## src/rtl/muldiv_unit_pkg.sv

```systemverilog
// Shared types for the RV32M multiply/divide unit: funct3 decode, FSM states, sign helpers.
package muldiv_unit_pkg;

    typedef enum logic [2:0] {
        mul    = 3'b000,
        mulh   = 3'b001,
        mulhsu = 3'b010,
        mulhu  = 3'b011,
        div    = 3'b100,
        divu   = 3'b101,
        rem    = 3'b110,
        remu   = 3'b111
    } muldiv_funct3_t;

    localparam logic [6:0] funct7_muldiv = 7'b0000001;

    typedef enum logic [1:0] {
        StIdle = 2'd0,
        StCalc = 2'd1,
        StDone = 2'd2
    } muldiv_state_t;

    function automatic logic op_signed_a(muldiv_funct3_t op);
        return op inside {mulh, mulhsu, div, rem};
    endfunction

    function automatic logic op_signed_b(muldiv_funct3_t op);
        return op inside {mulh, div, rem};
    endfunction

endpackage

```

## src/rtl/muldiv_unit_negate.sv

```systemverilog
// Conditional two's-complement negation of an N-bit value.
module muldiv_negate #(
    parameter int unsigned N = 32
) (
    input  logic         en,
    input  logic [N-1:0] in_val,
    output logic [N-1:0] out_val
);

    always_comb begin
        out_val = in_val;
        if (en) begin
            out_val = ~in_val + {{(N-1){1'b0}}, 1'b1};
        end
    end

endmodule

```

## src/rtl/muldiv_unit.sv

```systemverilog
// Iterative RV32M multiply/divide unit: radix-2 shift-add multiply and restoring divide on
// operand magnitudes, one bit per cycle, returning a tagged result over valid/ready.
module muldiv_unit
    import muldiv_unit_pkg::*;
#(
    parameter int unsigned XLEN = 32,
    parameter int unsigned TAGW = 5
) (
    input  logic            clk,
    input  logic            rst,
    input  logic            in_valid,
    output logic            in_ready,
    input  muldiv_funct3_t  funct3,
    input  logic [XLEN-1:0] rs1_data,
    input  logic [XLEN-1:0] rs2_data,
    input  logic [TAGW-1:0] tag_in,
    output logic            out_valid,
    input  logic            out_ready,
    output logic [XLEN-1:0] result,
    output logic [TAGW-1:0] tag_out,
    input  logic            flush
);

    localparam int unsigned CW = $clog2(XLEN);
    localparam logic [XLEN-1:0] MinNeg = {1'b1, {(XLEN-1){1'b0}}};
    localparam logic [CW-1:0] LastCnt = CW'(XLEN - 1);

    muldiv_state_t   state_q, state_d;
    muldiv_funct3_t  op_q, op_d;
    logic [TAGW-1:0] tag_q, tag_d;
    logic [XLEN-1:0] acc_q, acc_d;
    logic [XLEN-1:0] shf_q, shf_d;
    logic [XLEN-1:0] opb_q, opb_d;
    logic [CW-1:0]   cnt_q, cnt_d;
    logic            a_neg_q, a_neg_d;
    logic            b_neg_q, b_neg_d;
    logic            out_valid_q, out_valid_d;
    logic [XLEN-1:0] result_q, result_d;

    // Operand decode at acceptance
    logic            a_neg_in, b_neg_in;
    logic [XLEN-1:0] a_mag, b_mag;
    logic            div_zero, div_ovf, special;
    logic [XLEN-1:0] special_res;

    assign a_neg_in = op_signed_a(funct3) & rs1_data[XLEN-1];
    assign b_neg_in = op_signed_b(funct3) & rs2_data[XLEN-1];

    muldiv_negate #(.N(XLEN)) u_neg_a (
        .en      (a_neg_in),
        .in_val  (rs1_data),
        .out_val (a_mag)
    );

    muldiv_negate #(.N(XLEN)) u_neg_b (
        .en      (b_neg_in),
        .in_val  (rs2_data),
        .out_val (b_mag)
    );

    assign div_zero = funct3[2] && (rs2_data == '0);
    assign div_ovf  = ((funct3 == div) || (funct3 == rem)) && (rs1_data == MinNeg)
                      && (rs2_data == '1);
    assign special  = div_zero || div_ovf;

    always_comb begin
        special_res = '0;
        if (div_zero) begin
            special_res = funct3[1] ? rs1_data : '1;
        end else if (div_ovf) begin
            special_res = funct3[1] ? '0 : rs1_data;
        end
    end

    // Multiply step: acc holds the running high half, shf the multiplier shifting out.
    logic [XLEN:0]   add_sum;
    logic [XLEN-1:0] mul_acc, mul_shf;

    assign add_sum = {1'b0, acc_q} + (shf_q[0] ? {1'b0, opb_q} : '0);
    assign mul_acc = add_sum[XLEN:1];
    assign mul_shf = {add_sum[0], shf_q[XLEN-1:1]};

    // Restoring divide step: acc is the partial remainder, shf the dividend/quotient.
    logic [XLEN:0]   div_shifted, div_diff;
    logic            div_ge;
    logic [XLEN-1:0] div_acc, div_shf;

    assign div_shifted = {acc_q, shf_q[XLEN-1]};
    assign div_diff    = div_shifted - {1'b0, opb_q};
    assign div_ge      = ~div_diff[XLEN];
    assign div_acc     = div_ge ? div_diff[XLEN-1:0] : div_shifted[XLEN-1:0];
    assign div_shf     = {shf_q[XLEN-2:0], div_ge};

    logic            is_div_q;
    logic [XLEN-1:0] step_acc, step_shf;

    assign is_div_q = op_q[2];
    assign step_acc = is_div_q ? div_acc : mul_acc;
    assign step_shf = is_div_q ? div_shf : mul_shf;

    // Sign correction of the finished magnitude, applied on the last CALC cycle
    logic [2*XLEN-1:0] prod_signed;
    logic [XLEN-1:0]   div_mag, div_signed, mul_res, final_res;
    logic              div_neg;

    muldiv_negate #(.N(2 * XLEN)) u_neg_prod (
        .en      (a_neg_q ^ b_neg_q),
        .in_val  ({step_acc, step_shf}),
        .out_val (prod_signed)
    );

    assign div_mag = op_q[1] ? step_acc : step_shf;
    assign div_neg = op_q[1] ? a_neg_q : (a_neg_q ^ b_neg_q);

    muldiv_negate #(.N(XLEN)) u_neg_div (
        .en      (div_neg),
        .in_val  (div_mag),
        .out_val (div_signed)
    );

    assign mul_res   = (op_q == mul) ? prod_signed[XLEN-1:0] : prod_signed[2*XLEN-1:XLEN];
    assign final_res = is_div_q ? div_signed : mul_res;

    always_comb begin
        state_d     = state_q;
        op_d        = op_q;
        tag_d       = tag_q;
        acc_d       = acc_q;
        shf_d       = shf_q;
        opb_d       = opb_q;
        cnt_d       = cnt_q;
        a_neg_d     = a_neg_q;
        b_neg_d     = b_neg_q;
        out_valid_d = out_valid_q;
        result_d    = result_q;

        unique case (state_q)
            StIdle: begin
                if (in_valid && !flush) begin
                    op_d    = funct3;
                    tag_d   = tag_in;
                    a_neg_d = a_neg_in;
                    b_neg_d = b_neg_in;
                    acc_d   = '0;
                    shf_d   = a_mag;
                    opb_d   = b_mag;
                    cnt_d   = '0;
                    if (special) begin
                        state_d     = StDone;
                        result_d    = special_res;
                        out_valid_d = 1'b1;
                    end else begin
                        state_d = StCalc;
                    end
                end
            end
            StCalc: begin
                acc_d = step_acc;
                shf_d = step_shf;
                if (cnt_q == LastCnt) begin
                    cnt_d       = '0;
                    state_d     = StDone;
                    result_d    = final_res;
                    out_valid_d = 1'b1;
                end else begin
                    cnt_d = cnt_q + CW'(1);
                end
            end
            StDone: begin
                if (out_ready) begin
                    state_d     = StIdle;
                    out_valid_d = 1'b0;
                end
            end
            default: begin
                state_d     = StIdle;
                out_valid_d = 1'b0;
            end
        endcase

        if (flush) begin
            state_d     = StIdle;
            out_valid_d = 1'b0;
        end
    end

    always_ff @(posedge clk or posedge rst) begin
        if (rst) begin
            state_q     <= StIdle;
            op_q        <= mul;
            tag_q       <= '0;
            acc_q       <= '0;
            shf_q       <= '0;
            opb_q       <= '0;
            cnt_q       <= '0;
            a_neg_q     <= 1'b0;
            b_neg_q     <= 1'b0;
            out_valid_q <= 1'b0;
            result_q    <= '0;
        end else begin
            state_q     <= state_d;
            op_q        <= op_d;
            tag_q       <= tag_d;
            acc_q       <= acc_d;
            shf_q       <= shf_d;
            opb_q       <= opb_d;
            cnt_q       <= cnt_d;
            a_neg_q     <= a_neg_d;
            b_neg_q     <= b_neg_d;
            out_valid_q <= out_valid_d;
            result_q    <= result_d;
        end
    end

    assign in_ready  = (state_q == StIdle);
    assign out_valid = out_valid_q;
    assign result    = result_q;
    assign tag_out   = tag_q;

endmodule
```

## config.mk

```make
export PLATFORM = sky130hd
export DESIGN_NAME = muldiv_unit
export DESIGN_NICKNAME = d
export VERILOG_FILES = /design/src/rtl/muldiv_unit_pkg.sv /design/src/rtl/muldiv_unit_negate.sv /design/src/rtl/muldiv_unit.sv
export SDC_FILE = /design/constraint.sdc
export NUM_CORES = 1
export LEC_CHECK = 0
export BUFFER_PORTS_ARGS = -buffer_cell sky130_fd_sc_hd__buf_2
export CORE_AREA = 2 2 185 368
export DETAILED_ROUTE_END_ITERATION = 6
export DIE_AREA = 0 0 187 370
export PLACE_DENSITY_LB_ADDON = 0.05
export SLEW_MARGIN = 20
export SYNTH_ARGS = -nofsm -noshare
export SYNTH_HDL_FRONTEND = slang
export SYNTH_SLANG_ARGS = --single-unit
export TNS_END_PERCENT = 20
```

## constraint.sdc

```tcl
create_clock -name clk -period 5.5 [get_ports clk]
set_input_delay 1.1 -clock clk [delete_from_list [all_inputs] [get_ports clk]]
set_output_delay 1.1 -clock clk [all_outputs]
set_load 0.1 [all_outputs]
```

==> metrics list, run 1 <==
* Min Clock Period, post-route: 5385 ps
* Ratio of cells with drive above 1 in the final layout: 18.28%
- Total leakage power: 8.465 nW
* Residual antenna-violating net count after detailed routing: 0
* Wire length per cell: 26.59 um
- Number of DRC violations after detailed-routing iteration 0: 1109
- Grouping stages by cell kind, the critical path spends the most delay in compound AO/OA/AOI/OAI gates.
- The clock reaches the later pin of the worst-skew pair after 510 ps.
- Clock tree skew after final layout: 17.39 ps
- Number of enable flip-flop cells after synthesis: 0
* IR Drop Worst-Case VDD: 0.3236 mV
- After detailed routing, the total wire length is 89880 um.
- Transition time of the tightest slew-check pin: 1175 ps
- Of the total synthesized cell area, the portion taken by full adders, half adders and majority gates is 5.644%.
- The worst register-to-register path has a setup slack of 110 ps.
* Reg2Reg Depth: 21
- Critical path's slowest cell: sky130_fd_sc_hd__a2111o_1
- Clock-pin slew was measured on the worst setup and hold paths at 60 ps.
* Startpoint of the worst hold path: tag_out[3]
- Req. time, crit path: 5860 ps
- Together, buffers and inverters on the worst path number 6.
- The core region is 66560 um2.
- Clock tree from TritonCTS: yes
- Across all setup checks in the final design, the least slack found is 114.8 ps.
- Port buffering added 115 buffers.
- Final Total Pwr: 12.04 mW
- The startpoint identified for the worst register-to-register timing path is shf_q[31].
- The tightest min-delay check is of the register to register type.
- Synthesized area per cell: 7.334 um2
- Post-synthesis sequential area ratio: 22.21%
- XOR/XNOR Fraction of Synth Area: 10.17%
- Startpoint Class: register
* Starting density of the core: 24.71%
- Post-synth cell types: 83
- After legalization and detailed placement, the total HPWL measured 74180 um.
- After global routing the overflow that remains totals 0.
- Clock Sinks: 146
- In this run the vertical extent of the chip is 370 um.
* Worst R2R End: result[24]
* Number of synthesized register bits: 146
* Cell type with the highest occurrence count on the critical path: sky130_fd_sc_hd__buf_4
- Total placed instance area: 19550 um2
- In this run the count of I/O pins placed on the die edge is 116.
- Remaining max-slew budget at the tightest pin: 21.11%
* Die area: 69190 um2
- Syn Std Cell Area: 16450 um2
- Tcrit/Tclk final: 97.91%
* CTS Buffer Depth: 2
- Prior to clock tree synthesis, the placed netlist has a worst setup slack of -268.9 ps.
- Top achievable clock speed: 185.7 MHz
- The synthesized netlist devotes 24.11% of its cell area to simple gates.
- The routed layout has 18195 vias.
* Vias per std cell: 5.383
- Measured against the total synthesized area, the mux share comes to 5.728%.
* H-tree depth reported by CTS: 4
- The filler cells instantiated in the layout total 7403.
- Post-Route Setup TNS: 0 ps
* Worst setup path category: register to register
- Combined global-route utilization of all metal layers: 25.91%
- Post-route worst hold slack: 476.1 ps
- After detailed routing, the number of remaining DRC violations is 0.
- By area, the combinational part of the netlist is dominated by compound AO/OA/AOI/OAI gates.
- Number of stages on the worst hold path: 2
* Power density of the placed cells: 596.1 nW/um2
* Pin count of the biggest net entering global routing: 84
* NumNets Final: 2634
- Vias in the first global route: 18796
- Top_reg_cell synth: sky130_fd_sc_hd__dfrtp_1
* Max-slew violation count: 0
- Synth Instances: 2243
* Area of all placed cells without fillers: 20190 um2
* Delay of the slowest cell on the worst path: 550 ps
* Hold Violations, Final: 0
- First-pass GRT wire length: 129800 um
- Chip width: 187 um
- The first TritonRoute pass finished after 5 iterations.
- Post-Syn Nets: 2393
- YS warnings: 0
- Growth of design area from synthesis to finish: 22.76%
- RSZ-0062 raised after global routing: true
* Number of antenna violations at the first check in global routing: 0
- Along the worst path, the maximum fanout reaches 22.
* # hold bufs at CTS: 0
* Share of synthesized registers carrying an async set or reset: 100.0%
- The critical path goes through inv_1 > ha_1 > inv_1 > fa_1 > a211oi_2 > buf_4 > o211a_1 > buf_4 > o41ai_2 > o2111ai_1 > o211a_1 > buf_12 > mux2_4 > a2111o_1 > a2111o_1 > nor4_4 > nand2b_1 > buf_4 > nor3b_1 > mux2i_1 > o211ai_1.
- After floorplanning, the core was divided into 134 placement rows.
- At the end of routability-driven placement, the weighted congestion stood at 0.9912.
* Run status: complete, no violations
- In this run, CTS created clock tree buffers numbering 17.
- The path with the worst hold slack has its endpoint at tag_out[3].
- CP Data Arrival Time: 5750 ps
- Setup violations remaining at the end of the flow were counted as 0.
- Max-cap violations in this run came to 0.
* Critical path endpoint category: register
- Summing the areas of all compound-gate instances in the mapped netlist gives 27.36% of the synthesized area.
- Root Buffer: sky130_fd_sc_hd__clkbuf_16
per-layer routing:
layer / GRT usage [%] / part of all wire [%]
met4: 20.48 / 8.6
met5: 0 / 0
met3: 2.207 / 2.5
met1: 25.16 / 35
met2: 49.89 / 54
cell families (layout without fill, tap and decap cells):
group | count (synthesis) | after routing
AO/OA/AOI/OAI | 708 | 708
XOR/XNOR | 191 | 191
adder cells (fa/ha/maj) | 73 | 73
buffers and inverters | 203 | 455
flip-flops | 146 | 146
multiplexers | 90 | 90
other | 0 | 1
AND/OR/NAND/NOR | 832 | 832
Yosys cell counts (32+ instances only):
library cell,instances,area [um2]
sky130_fd_sc_hd__nand2_1,273,1025
sky130_fd_sc_hd__o21ai_0,207,1036
sky130_fd_sc_hd__a21oi_1,195,975.9
sky130_fd_sc_hd__nor2_1,192,720.7
sky130_fd_sc_hd__dfrtp_1,146,3654
sky130_fd_sc_hd__clkbuf_1,111,416.7
sky130_fd_sc_hd__xnor2_1,103,902.1
sky130_fd_sc_hd__xor2_1,88,770.7
sky130_fd_sc_hd__nor3_1,80,400.4
sky130_fd_sc_hd__mux2i_1,72,720.7
sky130_fd_sc_hd__ha_1,71,888.4
sky130_fd_sc_hd__nand3_1,69,345.3
sky130_fd_sc_hd__inv_1,68,255.2
sky130_fd_sc_hd__and2_1,52,325.3
sky130_fd_sc_hd__o221ai_1,34,297.8
sky130_fd_sc_hd__a31oi_1,32,200.2
per-stage QoR:
stage	utilization [%]	std cells
after floorplan	-	2243
after global placement	29.36	3348
after detailed placement	29.36	3348
after CTS	30.20	3378
after global routing	30.33	3379
final	30.34	3380
layout make-up:
type                       count  area, um2  share of cell area, %
antenna                        1      2.502                0.01239
multi-input combinational   1894      12170                  60.25
inverter                      68      260.3                  1.289
clock buffer                  24      471.7                  2.336
tap                          884       1106                  5.477
clock inverter                 6      57.56                 0.2850
timing repair buffer         357       2471                  12.24
sequential                   146       3657                  18.11
sequential cells by signal (all words and copies together), names as in the netlist:
register,count
out_valid,1
state_q,2
acc_q,32
a_neg_q,1
tag_out,5
op_q,3
b_neg_q,1
opb_q,32
result,32
shf_q,32
cnt_q,5
worst max-delay path by stage:
stage | from | to | cells after the start
finish | shf_q[31] | result[24] | 21
global placement | shf_q[31] | result[25] | 23
detailed placement | shf_q[31] | result[28] | 26
floorplan | shf_q[31] | result[28] | 27
CTS | shf_q[31] | result[28] | 26
global route | shf_q[31] | result[30] | 20
report_power, final:
group | switching [mW] | internal (mW) | total, mW
sequential | 0.460 | 1.34 | 1.80
combinational | 5.50 | 3.54 | 9.05
clock | 0.556 | 0.636 | 1.19
placed cells by master, fill, tap and decap left out, drive strengths merged, types with 71 or more instances in the layout:
cell	instances
a21oi	196
xor2	88
nand2	273
nor3	82
xnor2	103
buf	357
nor2	192
mux2i	72
o21ai	214
dfrtp	146
ha	71
repair_timing:
action	in CTS	in global routing
buffers inserted	0	1
resized for setup	8	17
setup endpoints to repair	8	16
pin swaps	0	5
worst reg2reg max path, cell delays in order (launching register included):
cell,delay (ps)
sky130_fd_sc_hd__dfrtp_1,380
sky130_fd_sc_hd__inv_1,80
sky130_fd_sc_hd__ha_1,180
sky130_fd_sc_hd__inv_1,60
sky130_fd_sc_hd__fa_1,410
sky130_fd_sc_hd__a211oi_2,230
sky130_fd_sc_hd__buf_4,170
sky130_fd_sc_hd__o211a_1,200
sky130_fd_sc_hd__buf_4,130
sky130_fd_sc_hd__o41ai_2,80
sky130_fd_sc_hd__o2111ai_1,240
sky130_fd_sc_hd__o211a_1,320
sky130_fd_sc_hd__buf_12,210
sky130_fd_sc_hd__mux2_4,330
sky130_fd_sc_hd__a2111o_1,450
sky130_fd_sc_hd__a2111o_1,550
sky130_fd_sc_hd__nor4_4,280
sky130_fd_sc_hd__nand2b_1,170
sky130_fd_sc_hd__buf_4,180
sky130_fd_sc_hd__nor3b_1,260
sky130_fd_sc_hd__mux2i_1,220
sky130_fd_sc_hd__o211ai_1,110
No activity file was read; power rests on OpenSTA's default activity.
==> inputs of run 2 (changes only) <==
==> constraint.sdc (replaced) <==
create_clock -name clk -period 5.8 [get_ports clk]
set_input_delay 0.29 -clock clk [delete_from_list [all_inputs] [get_ports clk]]
set_output_delay 0.29 -clock clk [all_outputs]
set_load 0.1 [all_outputs]
==> run 2 against run 1 <==
Final cell count fell by 2.7%. Die area did not move. Global-route usage fell by 0.31 points. Combinational power fell by 13%.
==> metrics list, run 2 (synthesis results as in run 1) <==
- Vias in the first global route: 18394
- The analysis attributes to cell leakage a power of 7.978 nW.
* Delay of the slowest cell on the worst path: 590 ps
* Min Clock Period, post-route: 5508 ps
- The clock drives 146 sinks.
* Clock network fraction of total power: 11.1%
- The finished cells cover 19460 um2.
* Post-Route Setup TNS: 0 ps
- Combinational cells account for 72.7% of the total power.
- Top achievable clock speed: 181.5 MHz
- After detailed routing, the number of remaining DRC violations is 0.
- Final wirelength: 88740 um
- Die area: 69190 um2
- Internal power consumption: 4.796 mW
- The total area inside the core boundary comes to 66560 um2.
- Critical path endpoint category: register
- Routability cong.: 0.9368
* Final setup vio count: 0
- CTS Buffer Depth: 2
- Ratio of cells with drive above 1 in the final layout: 14.58%
- Summed over all nets, the half-perimeter wirelength after detailed placement is 72700 um.
- NetSw: 6.027 mW
* Hold Path Class: input pin to register
* Req. time, crit path: 6190 ps
- Entering global routing, the biggest net connects 95 pins.
- Vias per std cell: 5.447
* Worst slack at placement: -49.52 ps
* Leading cell types in the layout, fill and taps excluded: 273 x sky130_fd_sc_hd__nand2_1, 207 x sky130_fd_sc_hd__o21ai_0, 194 x sky130_fd_sc_hd__a21oi_1
- The hold violation count in the final report was 0.
* Power density of the placed cells: 556.0 nW/um2
- For this run, the total global-route usage over all layers was measured as 25.59%.
- The flow ran to the end, and the final reports show no timing, DRC or antenna violations.
- CP delay by family, top: compound AO/OA/AOI/OAI gates
* Reg clk slew, reported paths: 70 ps
* Number of DRC violations after detailed-routing iteration 0: 1201
- In this run the cell area measured after placement is 18770 um2.
- Final core occ: 29.24%
- The worst path meets setup with 291.7 ps of slack.
- Number of clock buffers inserted by TritonCTS: 17
* Fraction of power consumed by sequential logic: 16.2%
- NumNets Final: 2538
* Max-slew violation count: 0
- The clock tree synthesis step divided the H-tree into 4 levels.
* Chip width: 187 um
* Buffers plus inverters on the worst setup path: 3
- RSZ-0062 raised after global routing: false
- Leaving out fill and tap cells, the most frequent cell in the layout is sky130_fd_sc_hd__nand2_1.
- Growth of design area from synthesis to finish: 18.32%
- Tcrit/Tclk final: 94.97%
- Worst setup path category: register to register
* Clock tree from TritonCTS: yes
- During I/O placement, the number of pins put on the boundary was 116.
* Cell-by-cell listing of the critical path: and2_1 > ha_1 > fa_1 > a211oi_1 > o211ai_1 > a31oi_1 > buf_4 > a21oi_1 > o21ai_0 > buf_4 > xnor2_1 > o22ai_1 > and4_1 > and4_1 > or3_1 > a311oi_1 > buf_4 > a211oi_1 > a211o_1
- Summing over every cut layer, the via total after detailed routing is 17911.
- CP Data Arrival Time: 5900 ps
- Starting density of the core: 24.71%
- Net switching is 55.69% of the power.
- Port Buffer Count: 115
- The worst pin sits at a relative slew slack of 22.74%.
- IR analysis of the VDD net gives a maximum drop of 0.2993 mV.
- The detail route stage leaves a number of antenna-violating nets equal to 0.
- In this run the post-CTS setup repair buffer count came out at 0.
* First-pass GRT wire length: 128400 um
- Transition time of the tightest slew-check pin: 1156 ps
- Startpoint Class: register
* Root Buffer: sky130_fd_sc_hd__clkbuf_16
- Of all nets on the critical path, the largest fanout is 15.
- Clock tree skew after final layout: 16.17 ps
- Wire length per cell: 26.99 um
- Congestion Overflow GR: 0
- Overall die height: 370 um
- Total iterations of the first detailed-routing run: 5
- Final hold analysis gives a worst-case slack of 63.58 ps.
* Cell type with the highest occurrence count on the critical path: sky130_fd_sc_hd__buf_4
* Critical path's slowest cell: sky130_fd_sc_hd__dfrtp_1
- Number of antenna violations at the first check in global routing: 2
* Max-cap viol count: 0
* Number of standard-cell rows in the floorplan: 134
- Clock latency of the later-clocked register in the worst-skew pair: 510 ps
-- run 2: path summary, 6_finish.rpt --
check | end | startpoint | cells past startpoint | slack [ps]
hold / removal | op_q[0] | funct3[0] | 3 | 60
max in group asynchronous | acc_q[23] | rst | 4 | 4350
hold reg to reg | tag_out[0] | tag_out[0] | 2 | 480
setup reg to reg | result[25] | shf_q[0] | 19 | 290
min in group asynchronous | state_q[0] | rst | 3 | 370
setup / recovery | result[25] | shf_q[0] | 19 | 290
-- run 2: routing by layer --
layer	vias to the layer above	track usage [%]	share of wire (%)
met3	171	2.169	2.4
met4	0	18.50	7.8
met2	523	49.99	54
met1	8745	24.96	35
li1	8472	-	-
met5	-	0	0
-- run 2: timing repair --
item | 4_1_cts | 5_1_grt
hold endpoints to repair | 60 | 0
setup endpoints to repair | 5 | 10
hold buffers | 7 | 0
gates resized for setup | 1 | 7
-- run 2: final cells by class --
cell class	instances	area (um2)
Antenna cell	3	7.507
Sequential cell	146	3657
Clock buffer	20	446.7
Tap cell	884	1106
Clock inverter	12	131.4
Inverter	68	260.3
Multi-Input combinational cell	1894	12110
Fill cell	7438	47100
Timing Repair Buffer	261	1743
-- run 2: stage by stage --
| stage | cells | total power, mW |
|---|---|---|
| finish | 3288 | 10.82 |
| global placement | 3246 | 9.567 |
| CTS | 3285 | 10.80 |
| global route | 3288 | 11.57 |
| detailed placement | 3246 | 9.506 |
| floorplan | 2243 | 6.507 |
-- run 2: worst register-to-register path, cell delays in order (launching register included) --
cell                       delay [ps]
sky130_fd_sc_hd__dfrtp_1          590
sky130_fd_sc_hd__and2_1           250
sky130_fd_sc_hd__ha_1             220
sky130_fd_sc_hd__fa_1             450
sky130_fd_sc_hd__a211oi_1         350
sky130_fd_sc_hd__o211ai_1         220
sky130_fd_sc_hd__a31oi_1          280
sky130_fd_sc_hd__buf_4            170
sky130_fd_sc_hd__a21oi_1          150
sky130_fd_sc_hd__o21ai_0          350
sky130_fd_sc_hd__buf_4            210
sky130_fd_sc_hd__xnor2_1          170
sky130_fd_sc_hd__o22ai_1          170
sky130_fd_sc_hd__and4_1           300
sky130_fd_sc_hd__and4_1           270
sky130_fd_sc_hd__or3_1            310
sky130_fd_sc_hd__a311oi_1         420
sky130_fd_sc_hd__buf_4            190
sky130_fd_sc_hd__a211oi_1          60
sky130_fd_sc_hd__a211o_1          260
-- run 2: power by group through the flow --
stage | registers (mW) | logic, mW | clock network, mW
3_3_place_gp | 1.77 | 7.79 | 0
2_1_floorplan | 1.66 | 4.84 | 0
6_report | 1.76 | 7.87 | 1.20
4_1_cts | 1.75 | 7.80 | 1.24
3_5_place_dp | 1.77 | 7.74 | 0
5_1_grt | 1.79 | 8.51 | 1.26
==> inputs of run 3 (changes only) <==
--- a/config.mk
+++ b/config.mk
@@ -10,6 +10,7 @@
 export DETAILED_ROUTE_END_ITERATION = 6
 export DIE_AREA = 0 0 187 370
 export PLACE_DENSITY_LB_ADDON = 0.05
+export SETUP_SLACK_MARGIN = 0.5
 export SLEW_MARGIN = 20
 export SYNTH_ARGS = -nofsm -noshare
 export SYNTH_HDL_FRONTEND = slang
==> run 3 against run 2 <==
Via count shrank 0.56%. Die area is the same. Power grew 1.2%. Clock power is essentially flat. Register-to-register slack gained 210 ps. Setup slack gained 210 ps. Fmax grew 3.9%. Count of clock-buffer cells in the layout grew 1. Sequential power is essentially flat. Critical endpoint is now result[31].
==> metrics list, run 3 (synthesis results as in run 1) <==
- RSZ-0062 raised after global routing: true
* CTS Buffer Depth: 2
* Uppermost signal routing layer after detailed routing: met4
* Most frequent standard cell in the layout excluding fill and tap cells: sky130_fd_sc_hd__nand2_1
* Starting density of the core: 24.71%
* Worst R2R End: result[31]
* Final wirelength: 87240 um
* Startpoint Class: register
* Vias per std cell: 5.437
- The final critical path takes up 91.41% of the cycle.
- Detailed-route wire length on metal 1: 30410 um
- Number of antenna violations at the first check in global routing: 4
- The floorplan step defined a die boundary enclosing 69190 um2.
- I/O pin total: 116
- Area of all placed cells without fillers: 19530 um2
- Clock tree synthesis found a total of 146 sinks.
- At the worst endpoint, the arrival time is 5680 ps.
- Number of clock buffers inserted by TritonCTS: 17
- NumNets Final: 2527
* Clock latency of the later-clocked register in the worst-skew pair: 490 ps
- Worst setup path category: register to register
* Transition time of the tightest slew-check pin: 1212 ps
- Filler instances: 7376
* Chip width: 187 um
- The initialized floorplan defines 134 standard-cell rows.
* Worst reg2reg path startpoint: shf_q[0]
- Vias in the first global route: 18198
- Summed over all nets, the half-perimeter wirelength after detailed placement is 71010 um.
- Timing analysis after detailed placement gives a worst setup slack of -349.6 ps.
- Derived from the worst setup path, the maximum achievable clock frequency is 188.6 MHz.
- Slack of the critical path: 498.4 ps
* Min Clock Period, post-route: 5302 ps
- Req. time, crit path: 6180 ps
- Met3 layer wire length in the routed design: 2338 um
* Critical path endpoint category: register
- Summing all placed instances gives a cell area of 18620 um2.
- Root Buffer: sky130_fd_sc_hd__clkbuf_16
- Across the run, the number of max-cap violations was 0.
* Routability cong.: 0.9370
- Across all layers, the routed design uses 17811 vias.
- Dividing the detail-routed wire length by the instance count gives 26.63 um.
- For this design the ratio of total power to cell area is 560.6 nW/um2.
* Residual antenna-violating net count after detailed routing: 0
- The first global-routing pass estimated 126700 um of wire.
* Hold Violations, Final: 0
- H-tree depth reported by CTS: 4
- Remaining max-slew budget at the tightest pin: 18.63%
- Relative to the synthesized area, the layout overhead comes to 18.73%.
- Reg clk slew, reported paths: 70 ps
- IR Drop Worst-Case VDD: 0.2436 mV
- Summed over all layers, the global routing overflow is 0.
- For the worst flop-to-flop path, the logic depth is 18.
* Post-route worst hold slack: 66.93 ps
- The first routing iteration left 1156 violations.
- The floorplan step defined a core boundary enclosing 66560 um2.
- Ratio of cells with drive above 1 in the final layout: 15.08%
- Final setup vio count: 0
- Register-to-register setup slack: 500 ps
- Leading cell types in the layout, fill and taps excluded: 273 x sky130_fd_sc_hd__nand2_1, 204 x sky130_fd_sc_hd__o21ai_0, 191 x sky130_fd_sc_hd__a21oi_1
* Number of stages on the worst hold path: 3
- Combined global-route utilization of all metal layers: 25.18%
- For this run, design rule violations remaining after detail routing come to 0.
- CP Capture Point: result[31]
- Total iterations of the first detailed-routing run: 5
- The run finished with clean final reports.
- TritonCTS built the clock tree.
- Hold Path Class: input pin to register
* Overall die height: 370 um
* Maximum fanout along the worst path: 9
- Total leakage power: 7.951 nW
* Timing startpoint of the critical path: shf_q[0]
- Max-slew violation count: 0
* Pin count of the biggest net entering global routing: 98
* Port Buffer Count: 115
- Met2 Routed Length: 48000 um
* Clock tree skew after final layout: 9.792 ps
==> run 3: changes by cell type in the layout (fill, tap and decap cells not counted), sizes merged <==
cell,delta
buf,-12
clkinvlp,-2
inv,-2
bufbuf,+1
bufinv,+1
clkbuf,+1
diode,+1
==> run 3: worst max-delay path, stage by stage, from the launching register on <==
cell	delay (ps)
sky130_fd_sc_hd__dfrtp_1	510
sky130_fd_sc_hd__and2_1	210
sky130_fd_sc_hd__ha_1	230
sky130_fd_sc_hd__fa_1	450
sky130_fd_sc_hd__a211oi_1	320
sky130_fd_sc_hd__o21ai_0	270
sky130_fd_sc_hd__a32o_1	350
sky130_fd_sc_hd__o31ai_1	300
sky130_fd_sc_hd__xnor2_1	180
sky130_fd_sc_hd__nor4b_1	170
sky130_fd_sc_hd__a211oi_1	310
sky130_fd_sc_hd__buf_4	190
sky130_fd_sc_hd__and4b_1	260
sky130_fd_sc_hd__and4_1	260
sky130_fd_sc_hd__buf_4	150
sky130_fd_sc_hd__a31oi_1	500
sky130_fd_sc_hd__xor2_1	250
sky130_fd_sc_hd__o21ai_0	100
sky130_fd_sc_hd__o311a_1	160
==> run 3: through the flow <==
step	power [mW]	TNS (ps)	utilization, %	instances
global route	11.70	0	29.34	3276
detailed placement	9.419	-712.3	27.97	3228
global placement	9.487	-808.0	27.97	3228
CTS	10.89	0	29.23	3272
floorplan	6.514	0	-	2243
finish	10.95	0	29.34	3276
==> run 3: worst min path at each step <==
stage,from,end,slack (ps)
after floorplan,flush,state_q[1],360
after global placement,rst,out_valid,370
after detailed placement,rst,out_valid,380
after CTS,funct3[0],op_q[0],40
after global routing,funct3[0],op_q[0],60
final,funct3[0],op_q[0],70
==> run 3: layer usage <==
metal / up-vias / GRT usage, %
met3: 156 / 2.605
met2: 477 / 49.43
li1: 8461 / -
met1: 8717 / 24.42
met4: 0 / 17.29
met5: - / 0
==> run 3: repair_timing <==
| item | 4_1_cts | 5_1_grt |
|---|---|---|
| buffers inserted | 6 | 0 |
| resized for setup | 20 | 18 |
| cloned | 1 | 0 |
| pin swaps | 5 | 2 |
| setup endpoints to repair | 22 | 18 |
| hold endpoints to repair | 57 | 0 |
| hold buffers | 7 | 0 |
==> run 3: layout make-up <==
cell class | instances | area, um2 | share of cell area (%)
Clock inverter | 9 | 132.6 | 0.6791
Tap cell | 884 | 1106 | 5.663
Antenna cell | 4 | 10.01 | 0.05125
Sequential cell | 146 | 3660 | 18.74
Clock buffer | 21 | 460.4 | 2.358
Multi-Input combinational cell | 1894 | 12240 | 62.69
Timing Repair Buffer | 250 | 1657 | 8.482
Inverter | 68 | 260.3 | 1.333
==> run 3: where the power goes <==
part	internal [mW]	total, mW	switching [mW]
logic	2.94	7.98	5.04
clock network	0.693	1.23	0.533
registers	1.27	1.74	0.469
total	4.91	10.9	6.04
